$ cat config.mk
export PLATFORM = sky130hd
export DESIGN_NAME = pcs_decoder_10b8b
export DESIGN_NICKNAME = d
export VERILOG_FILES = /design/src/rtl/pcs_8b10b_pkg.sv /design/src/rtl/pcs_dec_6b5b.sv /design/src/rtl/pcs_decoder_10b8b.sv
export SDC_FILE = /design/constraint.sdc
export NUM_CORES = 1
export LEC_CHECK = 0
export ABC_AREA = 1
export CAP_MARGIN = 20
export CORE_MARGIN = 5
export CORE_UTILIZATION = 34
export CTS_BUF_LIST = sky130_fd_sc_hd__clkbuf_4 sky130_fd_sc_hd__clkbuf_8 sky130_fd_sc_hd__clkbuf_16
export DETAILED_ROUTE_END_ITERATION = 10
export GPL_TIMING_DRIVEN = 0
export HOLD_SLACK_MARGIN = 0.05
export SYNTH_ARGS = -nofsm -noshare
export SYNTH_HDL_FRONTEND = slang
export SYNTH_HIERARCHICAL = 1
export SYNTH_SLANG_ARGS = --single-unit
export TNS_END_PERCENT = 50
$ cat constraint.sdc
create_clock -name clk -period 3.3 [get_ports clk]
set_input_delay 0.66 -clock clk [delete_from_list [all_inputs] [get_ports clk]]
set_output_delay 0.66 -clock clk [all_outputs]
set_load 0.01 [all_outputs]
$ cat src/rtl/pcs_8b10b_pkg.sv
// Shared 8b/10b definitions: disparity constants, well-known code-groups and
// the sub-block disparity rules used by the receive decoder.
package pcs_8b10b_pkg;

  localparam logic RD_NEG = 1'b0;
  localparam logic RD_POS = 1'b1;

  localparam logic [9:0] K28_5_RDN = 10'h0FA;
  localparam logic [9:0] K28_5_RDP = 10'h305;
  localparam logic [9:0] D16_2_RDN = 10'h1B5;
  localparam logic [9:0] D16_2_RDP = 10'h245;

  typedef enum logic [1:0] {
    DISP_NEU = 2'd0,
    DISP_POS = 2'd1,
    DISP_NEG = 2'd2
  } disp_e;

  // 000111 and 111000 are balanced but still steer RD to a definite sign.
  function automatic disp_e disp6(input logic [5:0] sb);
    logic [2:0] ones;
    ones = '0;
    for (int i = 0; i < 6; i++) ones = ones + 3'(sb[i]);
    if (ones > 3'd3 || sb == 6'b000111) return DISP_POS;
    if (ones < 3'd3 || sb == 6'b111000) return DISP_NEG;
    return DISP_NEU;
  endfunction

  function automatic disp_e disp4(input logic [3:0] sb);
    logic [2:0] ones;
    ones = '0;
    for (int i = 0; i < 4; i++) ones = ones + 3'(sb[i]);
    if (ones > 3'd2 || sb == 4'b0011) return DISP_POS;
    if (ones < 3'd2 || sb == 4'b1100) return DISP_NEG;
    return DISP_NEU;
  endfunction

endpackage

$ cat src/rtl/pcs_dec_6b5b.sv
// 6b -> 5b sub-block lookup (abcdei, a at bit 5), both RD columns accepted.
module pcs_dec_6b5b (
  input  logic [5:0] sb6,
  output logic [4:0] x,
  output logic       valid,
  output logic       is_k28
);

  always_comb begin
    x      = '0;
    valid  = 1'b1;
    is_k28 = 1'b0;
    unique case (sb6)
      6'b100111, 6'b011000: x = 5'd0;
      6'b011101, 6'b100010: x = 5'd1;
      6'b101101, 6'b010010: x = 5'd2;
      6'b110001:            x = 5'd3;
      6'b110101, 6'b001010: x = 5'd4;
      6'b101001:            x = 5'd5;
      6'b011001:            x = 5'd6;
      6'b111000, 6'b000111: x = 5'd7;
      6'b111001, 6'b000110: x = 5'd8;
      6'b100101:            x = 5'd9;
      6'b010101:            x = 5'd10;
      6'b110100:            x = 5'd11;
      6'b001101:            x = 5'd12;
      6'b101100:            x = 5'd13;
      6'b011100:            x = 5'd14;
      6'b010111, 6'b101000: x = 5'd15;
      6'b011011, 6'b100100: x = 5'd16;
      6'b100011:            x = 5'd17;
      6'b010011:            x = 5'd18;
      6'b110010:            x = 5'd19;
      6'b001011:            x = 5'd20;
      6'b101010:            x = 5'd21;
      6'b011010:            x = 5'd22;
      6'b111010, 6'b000101: x = 5'd23;
      6'b110011, 6'b001100: x = 5'd24;
      6'b100110:            x = 5'd25;
      6'b010110:            x = 5'd26;
      6'b110110, 6'b001001: x = 5'd27;
      6'b001110:            x = 5'd28;
      6'b101110, 6'b010001: x = 5'd29;
      6'b011110, 6'b100001: x = 5'd30;
      6'b101011, 6'b010100: x = 5'd31;
      6'b001111, 6'b110000: begin
        x      = 5'd28;
        is_k28 = 1'b1;
      end
      default: valid = 1'b0;
    endcase
  end

endmodule

$ cat src/rtl/pcs_decoder_10b8b.sv
// 1000BASE-X receive 10b/8b decoder: one-cycle registered decode with running
// disparity tracking, error flags and a saturating error counter.
module pcs_decoder_10b8b
  import pcs_8b10b_pkg::*;
#(
  parameter int   ERR_CNT_W = 8,
  parameter logic RD_INIT   = 1'b0
) (
  input  logic                 clk,
  input  logic                 reset,
  input  logic                 cg_valid,
  input  logic [9:0]           code_group,
  input  logic                 err_clear,
  output logic [7:0]           data_out,
  output logic                 data_valid,
  output logic                 is_k,
  output logic                 comma,
  output logic                 code_err,
  output logic                 disp_err,
  output logic                 rd,
  output logic [ERR_CNT_W-1:0] err_cnt
);

  logic [4:0] x6;
  logic       v6, k28;
  logic [2:0] y3;
  logic       v4, is_a7;
  logic       dset, kset, grp_k, grp_ce, grp_de, grp_comma;
  logic       rd_mid, rd_new;
  disp_e      d6, d4;
  logic [ERR_CNT_W-1:0] cnt_base;

  logic [7:0]           data_q, data_d;
  logic                 valid_q, valid_d, is_k_q, is_k_d, comma_q, comma_d;
  logic                 code_err_q, code_err_d, disp_err_q, disp_err_d;
  logic                 rd_q, rd_d;
  logic [ERR_CNT_W-1:0] err_cnt_q, err_cnt_d;

  pcs_dec_6b5b u_dec_6b5b (
    .sb6    (code_group[9:4]),
    .x      (x6),
    .valid  (v6),
    .is_k28 (k28)
  );

  // 3b/4b lookup (fghj); A7 is tagged so its x can be qualified below.
  always_comb begin
    y3    = '0;
    v4    = 1'b1;
    is_a7 = 1'b0;
    case (code_group[3:0])
      4'b1011, 4'b0100: y3 = 3'd0;
      4'b1001:          y3 = 3'd1;
      4'b0101:          y3 = 3'd2;
      4'b1100, 4'b0011: y3 = 3'd3;
      4'b1101, 4'b0010: y3 = 3'd4;
      4'b1010:          y3 = 3'd5;
      4'b0110:          y3 = 3'd6;
      4'b1110, 4'b0001: y3 = 3'd7;
      4'b0111, 4'b1000: begin
        y3    = 3'd7;
        is_a7 = 1'b1;
      end
      default: v4 = 1'b0;
    endcase
  end

  always_comb begin
    dset      = x6 inside {5'd11, 5'd13, 5'd14, 5'd17, 5'd18, 5'd20};
    kset      = x6 inside {5'd23, 5'd27, 5'd28, 5'd29, 5'd30};
    grp_ce    = !v6 || !v4 || (is_a7 && !dset && !kset);
    grp_k     = k28 || (is_a7 && kset);
    grp_comma = (code_group[9:3] == 7'b0011111) || (code_group[9:3] == 7'b1100000);

    d6     = disp6(code_group[9:4]);
    d4     = disp4(code_group[3:0]);
    rd_mid = (d6 == DISP_NEU) ? rd_q : ((d6 == DISP_POS) ? RD_POS : RD_NEG);
    rd_new = (d4 == DISP_NEU) ? rd_mid : ((d4 == DISP_POS) ? RD_POS : RD_NEG);
    grp_de = ((d6 != DISP_NEU) && ((d6 == DISP_POS) == rd_q)) ||
             ((d4 != DISP_NEU) && ((d4 == DISP_POS) == rd_mid));
  end

  always_comb begin
    data_d     = data_q;
    valid_d    = cg_valid;
    is_k_d     = is_k_q;
    comma_d    = comma_q;
    code_err_d = code_err_q;
    disp_err_d = disp_err_q;
    rd_d       = rd_q;
    if (cg_valid) begin
      data_d     = grp_ce ? 8'h00 : {y3, x6};
      is_k_d     = grp_k && !grp_ce;
      comma_d    = grp_comma;
      code_err_d = grp_ce;
      disp_err_d = grp_de;
      rd_d       = rd_new;
    end
    // Clear takes effect first so a same-cycle error leaves a count of one.
    cnt_base  = err_clear ? '0 : err_cnt_q;
    err_cnt_d = cnt_base;
    if (cg_valid && (grp_ce || grp_de) && (cnt_base != '1))
      err_cnt_d = cnt_base + ERR_CNT_W'(1);
  end

  always_ff @(posedge clk) begin
    if (reset) begin
      data_q     <= '0;
      valid_q    <= 1'b0;
      is_k_q     <= 1'b0;
      comma_q    <= 1'b0;
      code_err_q <= 1'b0;
      disp_err_q <= 1'b0;
      rd_q       <= RD_INIT;
      err_cnt_q  <= '0;
    end else begin
      data_q     <= data_d;
      valid_q    <= valid_d;
      is_k_q     <= is_k_d;
      comma_q    <= comma_d;
      code_err_q <= code_err_d;
      disp_err_q <= disp_err_d;
      rd_q       <= rd_d;
      err_cnt_q  <= err_cnt_d;
    end
  end

  assign data_out   = data_q;
  assign data_valid = valid_q;
  assign is_k       = is_k_q;
  assign comma      = comma_q;
  assign code_err   = code_err_q;
  assign disp_err   = disp_err_q;
  assign rd         = rd_q;
  assign err_cnt    = err_cnt_q;

endmodule

Yosys cells after proc, flatten, opt, wreduce, memory -nomap -nowiden
Cells that the tools add are included.
- word-level logic and storage cells: 178
- input bits: 14
- memories: 0
- output and inout port bits: 22
- register bits after elaboration: 22
- bits in writable memories: 0
- memory bits (read-only): 0
- bits in latches: 0
- reductions and logical operators: 50
- divide/modulo/power cells: 0
- muxes and demuxes: 27
- $add $sub $neg: 9
- shifts and indexed selects: 0
- $lt $le $gt $ge: 4
- multiply operators: 0
- eq/ne operators: 80
- bitwise logic cells: 0
- operators with widths (kind ; count):
    $pmux W5 S31 ; 1
    $eq A6 B6 Y1 const B ; 24
    $eq A6 B5 Y1 const B ; 14
    $reduce_or A48 Y1 ; 1
    $eq A6 B4 Y1 const B ; 7
    $eq A5 B5 Y1 const B ; 8
    $reduce_or A2 Y1 ; 17
    $eq A4 B4 Y1 const B ; 7
    $mux W8 ; 3
    $pmux W3 S7 ; 1
    $eq A6 B3 Y1 const B ; 3
    $eq A4 B3 Y1 const B ; 4
    $mux W2 ; 8
    $eq A5 B4 Y1 const B ; 3
    $mux W1 ; 14
    $reduce_or A14 Y1 ; 1
    $add A3 B1 Y3 ; 4
    $logic_or A1 B1 Y1 ; 10
    $add A8 B1 Y8 const B ; 1
    $eq A4 B2 Y1 const B ; 2
    $logic_and A1 B1 Y1 ; 8
    $ne A8 B8 Y1 const B ; 1
    $eq A7 B5 Y1 const B ; 1
    $eq A7 B7 Y1 const B ; 1
    other kinds (14) ; 26

Longest topological paths before layout
- word-level depth: 21
- depth in mapped cells: 21
- depth with buffers taken out: 21

Modules after synthesis
Netlist, hierarchy kept.
- by module, submodules not included (module ; seq. area each (µm²) ; instances ; area an instance (µm²) ; cells an instance):
    pcs_decoder_10b8b ; 440.4 ; 1 ; 1754.2 ; 260
    pcs_dec_6b5b ; 0.0 ; 1 ; 813.3 ; 177

Worst setup path after synthesis
OpenSTA, ideal clock, no wires.
- path kind: in2reg
- from: input port code_group[4]
- to: register err_cnt_q[4], in the netlist err_cnt[4]
- buffers on the path: 0
- cell stages on the path: 16
- arrival time: 3.205 ns
- library setup time: 0.070 ns
- path slack: 0.025 ns
- required time: 3.230 ns
- path through: fa_1 -> inv_1 -> fa_1 -> inv_1 -> ha_1 -> fa_1 -> nand2_1 -> inv_1 -> nand3_1 -> nand2_1 -> nand2_1 -> nand3_1 -> nand2_1 -> o21bai_4 -> nand2_1 -> a21oi_1
- longest elaborated chain between the ends: 21
- elaborated cells between the ends (all ways): 114
- classes of those cells: 5 x add/sub; 2 x order compare; 62 x eq/ne; 11 x mux; 34 x reduce/logical
- ends and longest elaborated chain (item ; RTL line ; RTL):
    from (decl) ; pcs_decoder_10b8b.sv:12 ; input logic [9:0] code_group,
    $add A1 B1 Y2 ; pcs_8b10b_pkg.sv:23 ; for (int i = 0; i < 6; i++) ones = ones + 3'(sb[i]);
    $add A2 B1 Y3 ; pcs_8b10b_pkg.sv:23 ;
    $add A3 B1 Y3 (3 in series) ; pcs_8b10b_pkg.sv:23 ;
    $lt A3 B2 Y1 ; pcs_8b10b_pkg.sv:25 ; if (ones < 3'd3 || sb == 6'b111000) return DISP_NEG;
    $logic_or A1 B1 Y1 ; pcs_8b10b_pkg.sv:25 ;
    $mux W1 (2 in series) ; pcs_8b10b_pkg.sv:25 ;
    $mux W2 ; pcs_8b10b_pkg.sv:26 ; return DISP_NEU;
    $mux W2 ; pcs_8b10b_pkg.sv:25 ;
    $eq A2 B1 Y1 ; pcs_decoder_10b8b.sv:77, pcs_decoder_10b8b.sv:79 ;
    $mux W1 (2 in series) ; pcs_decoder_10b8b.sv:77 ; rd_mid = (d6 == DISP_NEU) ? rd_q : ((d6 == DISP_POS) ? RD_POS : RD_NEG);
    $eq A1 B1 Y1 ; pcs_decoder_10b8b.sv:80 ; ((d4 != DISP_NEU) && ((d4 == DISP_POS) == rd_mid));
    $logic_and A1 B1 Y1 ; pcs_decoder_10b8b.sv:80 ;
    $logic_or A1 B1 Y1 ; pcs_decoder_10b8b.sv:79 ; grp_de = ((d6 != DISP_NEU) && ((d6 == DISP_POS) == rd_q)) ||
    $logic_or A1 B1 Y1 * ; pcs_decoder_10b8b.sv:102 ; if (cg_valid && (grp_ce || grp_de) && (cnt_base != '1))
    $logic_and A1 B1 Y1 * (2 in series) ; pcs_decoder_10b8b.sv:102 ;
    $mux W8 * ; pcs_decoder_10b8b.sv:102 ;
    to (signal assigned) ; pcs_decoder_10b8b.sv:124 ; err_cnt_q <= err_cnt_d;
    to (decl) ; pcs_decoder_10b8b.sv:37 ; logic [ERR_CNT_W-1:0] err_cnt_q, err_cnt_d;
Every way passes the cells marked *; elsewhere a longest branch is shown, timed or not. The select of a mux whose other input is x is not followed.
A chain may end at the register's enable or synchronous reset.

Final worst setup path
- from: input port code_group[4]
- to: register rd_q, in the netlist rd
- longest elaborated chain between the ends: 15
- elaborated cells between the ends (all ways): 22
- classes of those cells: 5 x add/sub; 2 x order compare; 3 x eq/ne; 9 x mux; 3 x reduce/logical
- ends and longest elaborated chain (item ; RTL line ; RTL):
    $add A1 B1 Y2 ; pcs_8b10b_pkg.sv:23 ;
    $add A2 B1 Y3 ; pcs_8b10b_pkg.sv:23 ;
    $add A3 B1 Y3 (3 in series) ; pcs_8b10b_pkg.sv:23 ;
    $lt A3 B2 Y1 ; pcs_8b10b_pkg.sv:25 ;
    $logic_or A1 B1 Y1 ; pcs_8b10b_pkg.sv:25 ;
    $mux W1 (2 in series) ; pcs_8b10b_pkg.sv:25 ;
    $mux W2 ; pcs_8b10b_pkg.sv:26 ;
    $mux W2 * ; pcs_8b10b_pkg.sv:25 ;
    $eq A2 B1 Y1 ; pcs_decoder_10b8b.sv:77 ;
    $mux W1 ; pcs_decoder_10b8b.sv:77 ;
    $mux W1 * ; pcs_decoder_10b8b.sv:77 ;
    $mux W1 * ; pcs_decoder_10b8b.sv:78 ; rd_new = (d4 == DISP_NEU) ? rd_mid : ((d4 == DISP_POS) ? RD_POS : RD_NEG);
    to (signal assigned) ; pcs_decoder_10b8b.sv:123 ; rd_q <= rd_d;
    to (decl) ; pcs_decoder_10b8b.sv:36 ; logic rd_q, rd_d;
Marked as above.

==> results.txt <==
* Outcome: finished, violations left
* Violations in the final reports: negative setup slack
- Largest family of logic cells by synthesized area: simple AND/OR/NAND/NOR gates
- Summed over all nets, the half-perimeter wirelength after detailed placement is 5560 microns.
- Counting flops with a built-in enable in the synthesized netlist gives 0.
- In this run the power density over the cells is 270 nW/um^2.
- Time the final worst path needs with I/O delays and setup: 3340 ps
- Worst slew margin: 62.1%
* Routability-driven placement congestion ratio: 0.953
- Count of input and output buffers: 34
- Post-Synth XOR/XNOR Area: 2.05%
- Buffers inserted to repair hold after CTS numbered 0.
* Number of nets still failing antenna checks after routing: 0
- Of the available clock period, the critical path in the final layout requires 101%.
- At the pin with the least slew margin, the transition time is 568 ps.
* Top cell type's share of synthesized area: 18.3%
* Required @ worst endpoint: 3430 ps
* Reported leakage power: 1.64 nW
- Overall die height: 96.9 microns
- Register-to-register path setup slack: 1410 ps
* Diode insertion count for antenna repair: 0
- Global routing usage summed across all routing layers: 14.4%
* Pre-CTS setup slack: -1090 ps
* Max Cap Viol: 0
* Die outline area: 9390 sq um
- Std-Cell Core Area: 7290 sq um
- The worst-case IR drop observed on VDD is 0.000185 V.
* Main synth FF type: sky130_fd_sc_hd__dfxtp_1
- Fin. Hold Viols: 0
* Grt total ovfl: 0
* Worst setup path class: input pin to register
- Per report_power, the sequential group accounts for 33.0% of the total.
- For this run, the top clock speed supported by timing is 299 MHz.
* Async SR Flop Fraction: 0%
- Entering global routing, the biggest net connects 13 pins.
- DRC violation total after the first TritonRoute iteration: 162
- Maximum buffer depth of the clock tree: 2
- Yosys warning count: 6
- Of all nets on the critical path, the largest fanout is 2.
- TritonCTS clock tree: built
- Post-Synthesis Cell Area: 2570 sq um
- Ranking of synthesized cells by area: sky130_fd_sc_hd__nand2_1 18%, sky130_fd_sc_hd__dfxtp_1 17%, sky130_fd_sc_hd__nand3_1 14%
- Num rows: 31
- Die X: 96.9 microns
- Net count after synthesis: 466
- Final setup violating endpoints: 1
- The first detailed-routing pass ran for 4 iterations.
- Cells after synthesis: 437
- Synthesized area divided by synthesized cell count: 5.88 sq um
* Layout cells sized above 1: 14.6%
- Setup repair after global routing could not meet its margin everywhere.
- Crit path launch type: input pin
- For this configuration, the core starts out at a cell density of 35.2%.
- Sw power: 0.330 mW
- Synth Register Bits: 22
- Number of CTS-inserted buffers: 3
- Final Skew: 3.03 ps
* Data arrival, critical path: 3470 ps
* Kind of end point of the critical path: register
- Post-route setup TNS: -41.2 ps
* Net Sw Frac: 38.0%
* Placed instance area: 3030 sq um
* DRC errors left: 0
* Portion of netlist area occupied by mux cells: 0%
- In this run, the clock network consumes 21.7% of the power.
* Fill cell total of the finished layout: 799
- Sequential elements use 17.2% of the synthesized area.
* Internal portion of total power: 0.538 mW
- Post-layout power: 0.868 mW
- Dividing the detail-routed wire length by the instance count gives 11.9 microns.
- HP Class: register to register
- Summed over all layers, the routed wires come to 6880 microns.
- CTS built an H-tree with a depth of 1.
- Via count of the routed design: 2793
- 36 I/O pins were placed.
* Max Transition Viols Final: 0
- Worst hold slack: 469 ps
- The number of global-route vias before repair came to 2668.
- The synthesized netlist devotes 53.7% of its cell area to simple gates.
- Clock insertion delay at the later pin of the skew report: 260 ps
- The number of antenna violations at the first check in global routing is 0.
* Number of clock sinks: 22
- Cell type with the highest aggregate area in the netlist: sky130_fd_sc_hd__nand2_1
* Vias/cell: 4.82
- Count of unique library cells instantiated by Yosys: 36
- Worst Setup Slack, final: -41.2 ps
- Post-synth top cells: 125 x sky130_fd_sc_hd__nand2_1, 70 x sky130_fd_sc_hd__nand3_1, 57 x sky130_fd_sc_hd__nor2_1
- The first global-routing pass estimated 11800 microns of wire.
* Fin nets: 511
- Library cell with the highest instance count after synthesis: sky130_fd_sc_hd__nand2_1
* Complex-gate fraction of the synthesized area: 7.31%
- After Yosys synthesis, full adders, half adders and majority gates account for 8.48% of the synthesized area.
- Clock slew seen by the registers of the worst setup and hold paths: 80 ps
- Root buffer cell: sky130_fd_sc_hd__clkbuf_8
* Final instance area: 3210 sq um
- Combinational cells account for 45.3% of the total power.
* Syn-to-layout area delta: 25.0%
## registers in the layout, indices dropped and copies added, names as in the netlist
| signal | count |
|---|---|
| code_err | 1 |
| rd | 1 |
| is_k | 1 |
| data_valid | 1 |
| disp_err | 1 |
| data_out | 8 |
| comma | 1 |
| err_cnt | 8 |
## layer usage
layer  up-vias  GRT usage (%)  wire (microns)
met5         -              0               0
met4         0           2.27              58
met3         6           2.16             226
met2        45           25.6            3370
met1      1248           18.7            3230
li1       1494              -               -
## final cells by class
cell class	count	area [sq um]	area share [%]
Multi-Input combinational cell	347	1900	59.3
Sequential cell	22	440	13.7
Tap cell	99	124	3.86
Buffer	7	56.3	1.75
Timing Repair Buffer	40	398	12.4
Clock buffer	4	55.1	1.71
Inverter	61	234	7.29
## cells in the final DEF (no fill, tap or decap), types with 6 or more instances in the layout
cell type,instances
sky130_fd_sc_hd__nand3_1,68
sky130_fd_sc_hd__inv_2,14
sky130_fd_sc_hd__dfxtp_1,22
sky130_fd_sc_hd__ha_1,10
sky130_fd_sc_hd__inv_1,46
sky130_fd_sc_hd__buf_6,6
sky130_fd_sc_hd__clkdlybuf4s50_1,28
sky130_fd_sc_hd__nand2_1,120
sky130_fd_sc_hd__buf_4,6
sky130_fd_sc_hd__nand2_2,8
sky130_fd_sc_hd__nor2_4,8
sky130_fd_sc_hd__nand4_1,12
sky130_fd_sc_hd__nor2_1,56
sky130_fd_sc_hd__a21oi_1,13
## path summary, 6_finish.rpt
| check | from | to | cells after the start |
|---|---|---|---|
| worst min register to register | data_out[0] | data_out[0] | 2 |
| worst min-delay path | data_out[0] | data_out[0] | 2 |
| worst max register to register | err_cnt[0] | err_cnt[4] | 10 |
| worst max-delay path | code_group[4] | rd | 18 |
## power by group through the flow
| stage | clock (mW) | combinational, mW | sequential, mW |
|---|---|---|---|
| final | 0.188 | 0.393 | 0.287 |
| after global routing | 0.208 | 0.440 | 0.288 |
| after CTS | 0.196 | 0.377 | 0.287 |
| after detailed placement | 0 | 0.346 | 0.292 |
| after global placement | 0 | 0.341 | 0.292 |
| after floorplan | 0 | 0.231 | 0.296 |
## kinds of logic (layout without fill, tap and decap cells)
family	count (synthesis)	after routing
AOI/OAI and AO/OA	31	31
buffers and inverters	68	112
xor gates and xnor gates	6	6
DFF	22	22
adders and majority gates	15	15
and+or+nand+nor	295	295
## through the flow
stage          util [%]  instances
6_report           44.0        580
5_1_grt            44.0        580
4_1_cts            43.3        579
3_5_place_dp       41.6        570
3_3_place_gp       41.6        570
2_1_floorplan         -        437
## timing repair
action                                  in CTS  in global routing
pin swaps                                    7                  7
buffers inserted                             5                  1
endpoints found under the hold margin        0                  0
resized for setup                           34                 11
endpoints found under the setup margin      10                 18
## worst max-delay path: stages
cell and delay, ps:
sky130_fd_sc_hd__buf_12 100, sky130_fd_sc_hd__fa_1 520, sky130_fd_sc_hd__inv_1 50, sky130_fd_sc_hd__fa_1 470, sky130_fd_sc_hd__inv_1 40, sky130_fd_sc_hd__ha_2 160, sky130_fd_sc_hd__fa_1 420, sky130_fd_sc_hd__nand2_1 90
sky130_fd_sc_hd__inv_2 50, sky130_fd_sc_hd__nand3_4 80, sky130_fd_sc_hd__nand2_2 70, sky130_fd_sc_hd__buf_4 140, sky130_fd_sc_hd__buf_4 120, sky130_fd_sc_hd__buf_4 120, sky130_fd_sc_hd__buf_4 120, sky130_fd_sc_hd__buf_4 120
sky130_fd_sc_hd__nand4_1 60, sky130_fd_sc_hd__a31oi_1 70
Power figures use the tool's default switching activity.
